==> src/rtl/fixed_to_bcd_display_converter.sv <==
// rtl/fixed_to_bcd_display_converter.sv - signed fixed-point to sign + 8-digit BCD converter (double-dabble)
module fixed_to_bcd_display_converter #(
  parameter int INT_BITS  = 16,
  parameter int FRAC_BITS = 16
) (
  input  logic                          clk,
  input  logic                          rst,
  input  logic                          start,
  input  logic [INT_BITS+FRAC_BITS-1:0] value_in,
  output logic                          busy,
  output logic                          done,
  output logic                          neg_sign,
  output logic                          ovf,
  output logic [3:0]                    bcd_thousand,
  output logic [3:0]                    bcd_hundred,
  output logic [3:0]                    bcd_ten,
  output logic [3:0]                    bcd_one,
  output logic [3:0]                    bcd_tenth,
  output logic [3:0]                    bcd_centi,
  output logic [3:0]                    bcd_milli,
  output logic [3:0]                    bcd_tenth_milli
);

  localparam int W    = INT_BITS + FRAC_BITS;
  localparam int IACC = 20;  // five BCD digits for the integer part
  localparam int FACC = 16;  // four BCD digits for the scaled fraction
  localparam int PW   = FRAC_BITS + 14;
  localparam int CW   = $clog2(INT_BITS + 1);
  localparam logic [PW-1:0] TEN_K = PW'(10000);

  typedef enum logic [1:0] {S_IDLE, S_ABS, S_CONV, S_DONE} state_t;

  state_t                   state;
  logic [W-1:0]             val_q;
  logic                     sign_q;
  logic [IACC+INT_BITS-1:0] int_sr;
  logic [FACC+INT_BITS-1:0] frac_sr;
  logic [CW-1:0]            cnt;
  logic                     lost_q;  // a set bit fell off the top of the integer accumulator

  logic [W:0]               sext;
  logic [W:0]               mag;
  logic [INT_BITS-1:0]      int_part;
  logic [PW-1:0]            frac_prod;
  logic [13:0]              frac_scaled;
  logic [IACC-1:0]          int_adj;
  logic [19:0]              frac_adj;
  logic [IACC+INT_BITS-1:0] int_next;
  logic [FACC+INT_BITS-1:0] frac_next;
  logic [IACC-1:0]          int_acc;
  logic [FACC-1:0]          frac_acc;

  // Add 3 to every BCD nibble that is 5 or more, ahead of the shift.
  function automatic logic [19:0] add3(input logic [19:0] a);
    logic [19:0] r;
    r = a;
    for (int i = 0; i < 5; i++) begin
      if (r[i*4 +: 4] >= 4'd5) r[i*4 +: 4] = r[i*4 +: 4] + 4'd3;
    end
    return r;
  endfunction

  // Magnitude at width+1 so the most-negative input does not wrap; fraction scaled to 0..9999.
  always_comb begin
    sext        = {val_q[W-1], val_q};
    mag         = val_q[W-1] ? (~sext + 1'b1) : sext;
    int_part    = mag[FRAC_BITS +: INT_BITS];
    frac_prod   = {14'd0, mag[FRAC_BITS-1:0]} * TEN_K;
    frac_scaled = frac_prod[FRAC_BITS +: 14];
  end

  // One double-dabble step for both accumulators.
  always_comb begin
    int_acc   = int_sr[INT_BITS +: IACC];
    frac_acc  = frac_sr[INT_BITS +: FACC];
    int_adj   = add3(int_acc);
    frac_adj  = add3({4'd0, frac_acc});
    int_next  = {int_adj, int_sr[INT_BITS-1:0]} << 1;
    frac_next = {frac_adj[FACC-1:0], frac_sr[INT_BITS-1:0]} << 1;
  end

  // Sequencer: capture, absolute value, INT_BITS shift steps, then publish the digits.
  always_ff @(posedge clk) begin
    if (rst) begin
      state           <= S_IDLE;
      val_q           <= '0;
      sign_q          <= 1'b0;
      int_sr          <= '0;
      frac_sr         <= '0;
      cnt             <= '0;
      lost_q          <= 1'b0;
      busy            <= 1'b0;
      done            <= 1'b0;
      neg_sign        <= 1'b0;
      ovf             <= 1'b0;
      bcd_thousand    <= 4'd0;
      bcd_hundred     <= 4'd0;
      bcd_ten         <= 4'd0;
      bcd_one         <= 4'd0;
      bcd_tenth       <= 4'd0;
      bcd_centi       <= 4'd0;
      bcd_milli       <= 4'd0;
      bcd_tenth_milli <= 4'd0;
    end else begin
      done <= 1'b0;
      case (state)
        S_IDLE: begin
          if (start) begin
            val_q <= value_in;
            busy  <= 1'b1;
            state <= S_ABS;
          end
        end
        S_ABS: begin
          sign_q  <= val_q[W-1];
          int_sr  <= {{IACC{1'b0}}, int_part};
          frac_sr <= {{FACC{1'b0}}, INT_BITS'(frac_scaled)};
          cnt     <= CW'(INT_BITS);
          lost_q  <= 1'b0;
          state   <= S_CONV;
        end
        S_CONV: begin
          int_sr  <= int_next;
          frac_sr <= frac_next;
          lost_q  <= lost_q | int_adj[IACC-1];
          cnt     <= cnt - 1'b1;
          if (cnt == CW'(1)) state <= S_DONE;
        end
        S_DONE: begin
          busy     <= 1'b0;
          done     <= 1'b1;
          neg_sign <= sign_q;
          if (lost_q || (int_acc[19:16] != 4'd0)) begin
            ovf             <= 1'b1;
            bcd_thousand    <= 4'd9;
            bcd_hundred     <= 4'd9;
            bcd_ten         <= 4'd9;
            bcd_one         <= 4'd9;
            bcd_tenth       <= 4'd9;
            bcd_centi       <= 4'd9;
            bcd_milli       <= 4'd9;
            bcd_tenth_milli <= 4'd9;
          end else begin
            ovf             <= 1'b0;
            bcd_thousand    <= int_acc[15:12];
            bcd_hundred     <= int_acc[11:8];
            bcd_ten         <= int_acc[7:4];
            bcd_one         <= int_acc[3:0];
            bcd_tenth       <= frac_acc[15:12];
            bcd_centi       <= frac_acc[11:8];
            bcd_milli       <= frac_acc[7:4];
            bcd_tenth_milli <= frac_acc[3:0];
          end
          state <= S_IDLE;
        end
        default: state <= S_IDLE;
      endcase
    end
  end

endmodule

==> config.mk <==
export PLATFORM = sky130hd
export DESIGN_NAME = fixed_to_bcd_display_converter
export DESIGN_NICKNAME = d
export VERILOG_FILES = /design/src/rtl/fixed_to_bcd_display_converter.sv
export SDC_FILE = /design/constraint.sdc
export NUM_CORES = 1
export LEC_CHECK = 0
export CAP_MARGIN = 20
export CORE_MARGIN = 2
export CORE_UTILIZATION = 60
export CTS_CLUSTER_SIZE = 20
export DETAILED_ROUTE_END_ITERATION = 8
export GPL_ROUTABILITY_DRIVEN = 1
export PLACE_DENSITY = 0.82
export SLEW_MARGIN = 5
export SYNTH_ARGS = -nofsm -noshare
export SYNTH_HDL_FRONTEND = slang
export SYNTH_SLANG_ARGS = --single-unit
==> constraint.sdc <==
create_clock -name clk -period 18.7 [get_ports clk]
set_input_delay 1.87 -clock clk [delete_from_list [all_inputs] [get_ports clk]]
set_output_delay 1.87 -clock clk [all_outputs]
set_load 0.02 [all_outputs]
==> results of run 1 <==
[metrics by stage]
stage | setup WS, ps | std cells | power (mW) | hold WS (ps)
2_1_floorplan | 12760 | 1133 | 1.30 | 417
3_3_place_gp | 12380 | 1342 | 1.55 | 431
3_5_place_dp | 12250 | 1342 | 1.59 | 443
4_1_cts | 12190 | 1374 | 1.92 | 458
5_1_grt | 11630 | 1375 | 2.10 | 486
6_report | 12160 | 1375 | 1.92 | 456
[power by group through the flow]
stage	combinational (mW)	sequential, mW	clock (mW)
final	1.21	0.390	0.322
after global routing	1.37	0.396	0.339
after CTS	1.20	0.389	0.325
after detailed placement	1.19	0.396	0
after global placement	1.16	0.394	0
after floorplan	0.908	0.393	0
[cell type report]
class	instances	share of cell area
Sequential cell	145	0.273
Inverter	109	0.0384
Clock buffer	23	0.0459
Multi-Input combinational cell	823	0.541
Clock inverter	9	0.00752
Tap cell	188	0.0221
Timing Repair Buffer	78	0.0720
[critical path, cell delays in order (launching register included)]
cell	delay, ps
dfxtp_1	370
nor4_1	720
nand3_1	340
o31ai_1	430
xnor2_1	320
fa_1	520
ha_1	330
fa_1	480
ha_1	290
inv_1	50
fa_1	490
inv_1	40
ha_1	370
a21o_1	220
a21o_1	180
a21o_1	200
o311a_1	300
a211oi_1	410
nor2_1	100
nor4b_1	280
[routing by layer]
layer,wire length (um),global-route usage,up-vias,share of wire
met4,468,0.103,0,0.023
li1,-,-,3941,-
met3,828,0.0453,40,0.041
met1,8910,0.318,3679,0.44
met2,10000,0.442,204,0.50
met5,0,0,-,0
[cells by family after synthesis]
group / synth area share
AOI/OAI and AO/OA: 0.180
muxes: 0.00539
buffers and inverters: 0.0669
and+or+nand+nor: 0.178
adders and majority gates: 0.196
xor gates and xnor gates: 0.0614
DFF: 0.313
[cell usage after synthesis, types with 4 or more instances]
cell,instances
o21ai_0,40
xnor2_1,33
a21oi_1,104
clkbuf_1,50
nand3_1,16
mux2i_1,5
nor2b_1,22
nand2b_1,13
a22oi_1,18
and2_1,4
ha_1,99
fa_1,29
nor3_1,24
a32oi_1,11
buf_1,5
nand2_1,118
o22ai_1,17
a31oi_1,4
and3_1,21
a211oi_1,15
xor2_1,32
or3_1,4
o31ai_1,13
inv_1,108
dfxtp_1,145
nor2_1,117
a21o_1,20
[path summary, 6_finish.rpt]
path / start / endpoint / slack, ps
worst max-delay path: val_q[2] / frac_sr[11] / 12160
worst min-delay path: int_sr[5] / int_sr[5] / 460
worst min register to register: int_sr[5] / int_sr[5] / 460
worst max register to register: val_q[2] / frac_sr[11] / 12160
[registers in the layout (all words and copies together), names as in the netlist, 2 cells and up]
name             cells
bcd_tenth_milli      4
val_q               32
bcd_milli            4
int_sr              36
bcd_hundred          4
bcd_centi            4
bcd_ten              4
bcd_one              4
cnt                  5
bcd_tenth            4
frac_sr             32
state                2
bcd_thousand         4
==> key figures, run 1 <==
Outcome
  – Status: finished, final reports clean

Global routing
  – Total GRT Usage: 0.256
  – Remaining global-route overflow: 0
  – First-pass GRT wire length: 34,600 um
  – Initial antenna violation count: 0
  – Vias in the first global route: 7,577
  – Largest net degree at the start of global routing: 108

Layout
  – Register area: 2900 um2
  – # fillers: 1,169
  – Area growth, synth to finish: 14.7%
  – Final Cell Area: 10,600 um2
  – Fraction of layout cells with a size suffix above 1: 0.0430
  – N_diodes: 0
  – Post-Route Utilization: 0.703
  – Most common cell after layout, fill and taps aside: dfxtp_1
  – Area of the multi-input gates: 5760 um2
  – Nets: 1,337
  – Most frequent cells in the layout: dfxtp_1, nand2_1, nor2_1

Clock tree
  – CTS tree: yes
  – Clock transition at path regs: 60 ps
  – Clk_lat worst skew: 420 ps
  – CTS Buffer Depth: 2
  – H-tree Lvls: 4
  – Root Driver: clkbuf_16
  – Post-CTS Resized: 0
  – CTS hold repair buffers: 0
  – Post-CTS Setup Inserts: 0
  – Total CTS buffers: 17
  – CTS Sinks: 145

Synthesis
  – Async SR Flop Fraction: 0
  – YS warnings: 0
  – Syn_area_per_cell: 8.19 um2
  – Post-synthesis sequential area ratio: 0.313
  – Synth Register Bits: 145
  – Post-synth top area share: 0.313
  – Synthesized Nets: 1,296
  – EDFF count, synth: 0
  – Main synth FF type: dfxtp_1
  – Cells after Synth: 1,133
  – Area leader, netlist: dfxtp_1
  – Synthesized cell area: 9280 um2
  – Yosys cell types: 59
  – Largest cells by area after synthesis: dfxtp_1, ha_1, fa_1

Worst setup path
  – Setup crit start kind: flip-flop
  – WS Path Type: reg -> reg
  – Crit path arrival time: 6870 ps
  – Worst endpoint required time: 19,020 ps
  – Worst setup EP type: flip-flop
  – Critical path fanouts, max: 7
  – R2R cell count: 19

Pwr
  – Combinational cell fraction of total power: 0.629
  – P_int: 1.02 mW
  – Seq pwr share: 0.203
  – Pleak: 4.72 nW
  – Clock power share: 0.168
  – Max VDD drop: 0.111 mV
  – Sw Ratio: 0.470
  – P_sw: 0.903 mW
  – PD cells: 180 nW/um2

Placed design
  – PortBufs: 70
  – DP HPWL: 14,200 um
  – Placer Congestion: 0.919
  – Dpl cell area: 10,100 um2

Detailed routing
  – Post-route ant nets: 0
  – Drt total wl: 20,200 um
  – Vias per inst: 5.72
  – Vias: 7,864
  – DRT iter0 DRCs: 518
  – DRC: 0
  – Routed len/inst: 14.7 um
  – First-pass DRT Iterations: 5

Timing
  – RSZ-0062 raised after global routing: no
  – Period utilization: 0.350
  – Fin crit period: 6540 ps
  – Final Hold Viols: 0
  – Worst-Margin Slew: 1080 ps
  – Total negative slack: 0 ps
  – Slew headroom: 0.281
  – Pins over their slew limit: 0
  – Final setup violating endpoints: 0
  – Clk_skew: 9.36 ps
  – Fmax: 0.153 GHz

Floorplan
  – Initial core utilization: 0.613
  – Die area: 16,500 um2
  – DIE WIDTH: 128 um
  – FP Rows: 45
  – I/O Pins: 71
  – Core Region: 15,100 um2
  – Die height: 128 um

Hold path
  – Worst Hold Class: reg -> reg
  – Hold Path Stages: 2

Run
  – Max_cap viols: 0
(Power assumes the default switching activity.)
==> run 2: changes to the inputs <==
--- a/config.mk
+++ b/config.mk
@@ -7,11 +7,11 @@
 export LEC_CHECK = 0
 export CAP_MARGIN = 20
 export CORE_MARGIN = 2
-export CORE_UTILIZATION = 60
+export CORE_UTILIZATION = 54
 export CTS_CLUSTER_SIZE = 20
 export DETAILED_ROUTE_END_ITERATION = 8
 export GPL_ROUTABILITY_DRIVEN = 1
-export PLACE_DENSITY = 0.82
+export PLACE_DENSITY = 0.78
 export SLEW_MARGIN = 5
 export SYNTH_ARGS = -nofsm -noshare
 export SYNTH_HDL_FRONTEND = slang
==> constraint.sdc (replaced) <==
create_clock -name clk -period 5.9 [get_ports clk]
set_input_delay 0.59 -clock clk [delete_from_list [all_inputs] [get_ports clk]]
set_output_delay 0.59 -clock clk [all_outputs]
set_load 0.02 [all_outputs]
==> run 2 against run 1 <==
Against the previous run:
- clock skew grew 6.0 ps
- first-iteration DRC count grew 6.0%
- combinational power rose to 3.3 times the previous value
- flip-flop and latch count is the same
- register-to-register slack worse by 12000 ps
- worst setup slack got worse by 12000 ps
- fmax increased by 15%
- core utilization is 5.2 points lower
- total power rose to 3.3 times the previous value
- critical path depth is 1 higher
- die area is 11% higher
- via count rose by 1.4%
- highest routed layer unchanged
==> key figures, run 2 (synthesis gave the netlist of run 1 again) <==
Worst setup path
  – CP Launch Point: val_q[9]
  – Worst R2R Start: val_q[9]
  – Worst endpoint required time: 6160 ps
  – Worst setup EP type: flip-flop
  – CP most frequent cell: inv_1
  – Setup crit start kind: flip-flop
  – Critical path fanouts, max: 7
  – Crit path arrival time: 5930 ps
  – CP max-delay cell: or4_1
  – Worst path cell trace: or4_1, or3_1, o31a_1, xor2_1, inv_1, fa_1, inv_1, ha_1, inv_1, fa_1, inv_1, ha_1, ha_1, ha_2, and3_1, o21ai_0, a211o_1, o22ai_1, xnor2_1, o22ai_1
  – Slowest stage delay, CP: 570 ps
  – WS Path Type: reg -> reg

Detailed routing
  – Drt total wl: 21,300 um
  – First-pass DRT Iterations: 6
  – Post-route ant nets: 0
  – DRC: 0
  – Vias: 7,971
  – DRT iter0 DRCs: 549
  – Routed len/inst: 15.0 um
  – Vias per inst: 5.60

Pwr
  – PD cells: 576 nW/um2
  – P_int: 3.31 mW
  – Combinational cell fraction of total power: 0.638
  – Seq pwr share: 0.199
  – Pleak: 4.79 nW
  – Max VDD drop: 0.433 mV
  – Clock power share: 0.162
  – Sw Ratio: 0.471
  – P_sw: 2.95 mW

Layout
  – Top flop regs: int_sr (36), frac_sr (32), val_q (32)
  – Max reg flops: 36
  – Nets: 1,353
  – Most common cell after layout, fill and taps aside: dfxtp_1
  – Area growth, synth to finish: 17.1%
  – Largest Register: int_sr
  – Fraction of layout cells with a size suffix above 1: 0.0657
  – N_diodes: 0
  – Final non-filler cell total: 1,423
  – Most frequent cells in the layout: dfxtp_1, nand2_1, nor2_1

Timing
  – Final setup violating endpoints: 0
  – Worst-Margin Slew: 1050 ps
  – Pins over their slew limit: 0
  – Period utilization: 0.960
  – Fmax: 0.177 GHz
  – Clk_skew: 15.3 ps
  – Slew headroom: 0.300
  – RSZ-0062 raised after global routing: yes
  – Fin crit period: 5660 ps
  – Total negative slack: 0 ps
  – Final Hold Viols: 0

Outcome
  – Status: finished, final reports clean

Clock tree
  – Clk_lat worst skew: 430 ps
  – Total CTS buffers: 17
  – Root Driver: clkbuf_16
  – CTS Sinks: 145
  – H-tree Lvls: 4
  – CTS Buffer Depth: 2
  – Clock transition at path regs: 60 ps
  – CTS tree: yes

Floorplan
  – FP Rows: 47
  – Die height: 135 um
  – DIE WIDTH: 135 um
  – Die area: 18,200 um2
  – Initial core utilization: 0.556
  – I/O Pins: 71
  – Core Region: 16,700 um2

Global routing
  – Total GRT Usage: 0.235
  – Initial antenna violation count: 0
  – Largest net degree at the start of global routing: 104
  – Vias in the first global route: 7,477
  – Remaining global-route overflow: 0
  – First-pass GRT wire length: 35,300 um

Placed design
  – DP HPWL: 14,900 um
  – PortBufs: 70
  – Dpl cells: 1,385
  – Placer Congestion: 0.888

Hold path
  – Worst Hold Class: reg -> reg
  – Min-delay src: int_sr[0]

Run
  – Max_cap viols: 0
[run 2: cell count changes in the layout (fill, tap and decap cells not counted), sizes merged]
cell	before	now
clkbuf	23	21
buf	9	25
clkinv	7	4
inv	109	111
clkinvlp	1	4
[run 2: area by class of cell]
class                   count  area (um2)
repair buffers             94         906
multi-input cells         823        5830
fillers                  1409        5830
well taps                 220         275
clock buffers              21         440
inverters                 109         409
flip-flops and latches    145        2910
clock inverters            11         105
[run 2: per-stage QoR]
stage | util | setup slack [ps] | hold WS (ps) | area [um2] | total power [mW]
5_1_grt | 0.651 | -15.2 | 477 | 10900 | 6.87
2_1_floorplan | - | 156 | 417 | 9290 | 4.13
4_1_cts | 0.643 | 112 | 455 | 10700 | 6.14
6_report | 0.651 | 236 | 459 | 10900 | 6.26
3_5_place_dp | 0.610 | 11.7 | 442 | 10200 | 5.10
3_3_place_gp | 0.610 | 164 | 429 | 10200 | 4.98
[run 2: timing repair]
action,4_1_cts,5_1_grt
pin swaps,0,4
setup buffers,0,4
endpoints found under the setup margin,1,8
hold buffers,0,0
gates resized for setup,1,15
[run 2: worst max-delay path, delay by kind of cell, from the launching register on]
kind                       cells  cell delay [ps]
adders and majority gates      6             2310
and+or+nand+nor                3             1150
AOI/OAI and AO/OA              5              960
DFF                            1              410
xor gates and xnor gates       2              370
buffers and inverters          4              290
[run 2: path summary, 6_finish.rpt]
check / end / slack (ps) / cells after the start
worst max-delay path: frac_sr[13] / 240 / 20
worst min register to register: int_sr[0] / 460 / 2
worst min-delay path: int_sr[0] / 460 / 2
worst max register to register: frac_sr[13] / 240 / 20
[run 2: power by group through the flow]
stage	Combinational (mW)	Sequential, mW	Clock, mW
floorplan	2.88	1.25	0
global placement	3.73	1.25	0
detailed placement	3.84	1.26	0
CTS	3.88	1.24	1.02
global route	4.55	1.26	1.06
finish	4.00	1.25	1.02
[run 2: per-layer routing]
metal	track usage	share of wire	up-vias
met5	0	0	-
met4	0.0770	0.020	0
met3	0.0439	0.041	40
met2	0.402	0.49	204
met1	0.301	0.45	3760
li1	-	-	3967
==> run 3: changes to the inputs <==
--- a/config.mk
+++ b/config.mk
@@ -5,7 +5,6 @@
 export SDC_FILE = /design/constraint.sdc
 export NUM_CORES = 1
 export LEC_CHECK = 0
-export CAP_MARGIN = 20
 export CORE_MARGIN = 2
 export CORE_UTILIZATION = 54
 export CTS_CLUSTER_SIZE = 20
==> run 3 against run 2 <==
Against the previous run:
- global-route usage did not move
- total power decreased by 0.52%
- core utilization shrank 0.25 points
- critical path depth did not move
- worst setup slack got worse by 12 ps
- final cell count is 0.14% lower
- die area did not move
- design area fell by 0.39%
- wire length shrank 0.30%
- largest cell class unchanged
- fmax down 0.21%
- sequential share of layout area up 0.11 points
==> key figures, run 3 (synthesis gave the netlist of run 1 again) <==
Outcome
  – Status: finished, final reports clean

Placed design
  – Dpl cells: 1,385
  – Placer Congestion: 0.888
  – Pre-CTS WS: 11.7 ps
  – PortBufs: 70
  – DP HPWL: 14,900 um

Global routing
  – First-pass GRT wire length: 35,300 um
  – Total GRT Usage: 0.235
  – Vias in the first global route: 7,477
  – Initial antenna violation count: 0
  – Remaining global-route overflow: 0
  – Largest net degree at the start of global routing: 104

Timing
  – Worst-Margin Slew: 1130 ps
  – RSZ-0062 raised after global routing: yes
  – Final setup violating endpoints: 0
  – Clk_skew: 13.0 ps
  – Period utilization: 0.962
  – Fin crit period: 5680 ps
  – Slew headroom: 0.248
  – Final worst-path setup slack: 224 ps
  – Final Hold Viols: 0
  – Fmax: 0.176 GHz
  – Pins over their slew limit: 0

Worst setup path
  – Worst endpoint required time: 6160 ps
  – Reg2reg end: frac_sr[13]
  – Worst R2R Start: val_q[9]
  – Worst setup EP type: flip-flop
  – Critical path fanouts, max: 7
  – Setup crit start kind: flip-flop
  – WS Path Type: reg -> reg
  – Crit path arrival time: 5940 ps
  – R2R cell count: 20
  – Reg2Reg Setup Slack: 220 ps
  – CP Launch Point: val_q[9]
  – Crit path capture: frac_sr[13]

Clock tree
  – Clock transition at path regs: 60 ps
  – CTS tree: yes
  – Root Driver: clkbuf_16
  – Total CTS buffers: 17
  – CTS Buffer Depth: 2
  – Clk_lat worst skew: 430 ps
  – CTS hold repair buffers: 0
  – CTS Sinks: 145
  – H-tree Lvls: 4

Detailed routing
  – DRT iter0 DRCs: 589
  – Routed len/inst: 14.9 um
  – First-pass DRT Iterations: 5
  – Vias per inst: 5.56
  – Drt total wl: 21,200 um
  – Vias: 7,896
  – DRC: 0
  – Post-route ant nets: 0

Layout
  – Register area: 2910 um2
  – Largest Register: int_sr
  – Fraction of layout cells with a size suffix above 1: 0.0641
  – Area growth, synth to finish: 16.7%
  – Max reg flops: 36
  – Top flop regs: int_sr (36), frac_sr (32), val_q (32)
  – Most common cell after layout, fill and taps aside: dfxtp_1
  – Most frequent cells in the layout: dfxtp_1, nand2_1, nor2_1
  – Area of the multi-input gates: 5830 um2
  – # fillers: 1,416
  – Final non-filler cell total: 1,421
  – N_diodes: 0
  – Nets: 1,351

Pwr
  – Pleak: 4.77 nW
  – PD cells: 575 nW/um2
  – Max VDD drop: 0.454 mV
  – Total power: 6.23 mW

Floorplan
  – I/O Pins: 71
  – DIE WIDTH: 135 um
  – Die area: 18,200 um2
  – Die height: 135 um
  – Core Region: 16,700 um2
  – Initial core utilization: 0.556
  – FP Rows: 47

Hold path
  – Min-delay src: int_sr[2]
  – Worst Hold Class: reg -> reg

Run
  – Max_cap viols: 0
-- run 3: report_power, final --
part | leakage (nW) | total, mW | internal, mW | switching, mW
Sequential | 1.18 | 1.25 | 1.12 | 0.125
Clock | 0.254 | 1.01 | 0.583 | 0.430
Combinational | 3.34 | 3.97 | 1.59 | 2.38
-- run 3: routing by layer --
metal,GRT usage,vias to the layer above,wire length (um)
li1,-,3958,-
met1,0.301,3738,9570
met2,0.402,169,10500
met3,0.0439,31,814
met4,0.0770,0,379
met5,0,-,0
-- run 3: worst min path at each step --
| stage | endpoint | cells past startpoint |
|---|---|---|
| floorplan | int_sr[5] | 2 |
| global placement | int_sr[2] | 2 |
| detailed placement | int_sr[2] | 2 |
| CTS | int_sr[0] | 2 |
| global route | int_sr[2] | 2 |
| finish | int_sr[2] | 2 |
-- run 3: metrics by stage --
step / TNS (ps) / hold WS [ps] / area (um2) / utilization
final: 0 / 458 / 10800 / 0.648
after global routing: -25.6 / 477 / 10800 / 0.648
after CTS: 0 / 455 / 10700 / 0.643
after detailed placement: 0 / 442 / 10200 / 0.610
after global placement: 0 / 429 / 10200 / 0.610
after floorplan: 0 / 417 / 9290 / -
-- run 3: critical path, cell delays in order, from the launching register on --
cell	delay (ps)
dfxtp_1	410
or4_1	570
or3_1	340
o31a_1	260
xor2_1	230
inv_1	150
fa_1	540
inv_1	40
ha_1	270
inv_1	60
fa_1	530
inv_1	40
ha_1	290
ha_1	300
ha_2	380
and3_1	240
o21ai_0	150
a211o_1	310
o22ai_1	150
xnor2_1	150
o22ai_1	100
-- run 3: layout make-up --
type	instances	area share
multi-input cells	823	0.538
clock inverters	11	0.00971
well taps	220	0.0254
repair buffers	92	0.0797
flip-flops and latches	145	0.268
inverters	109	0.0378
clock buffers	21	0.0407
-- run 3: timing repair --
action,4_1_cts,5_1_grt
pin swaps,0,4
setup buffers,0,4
endpoints found under the setup margin,1,8
gates resized for setup,1,15
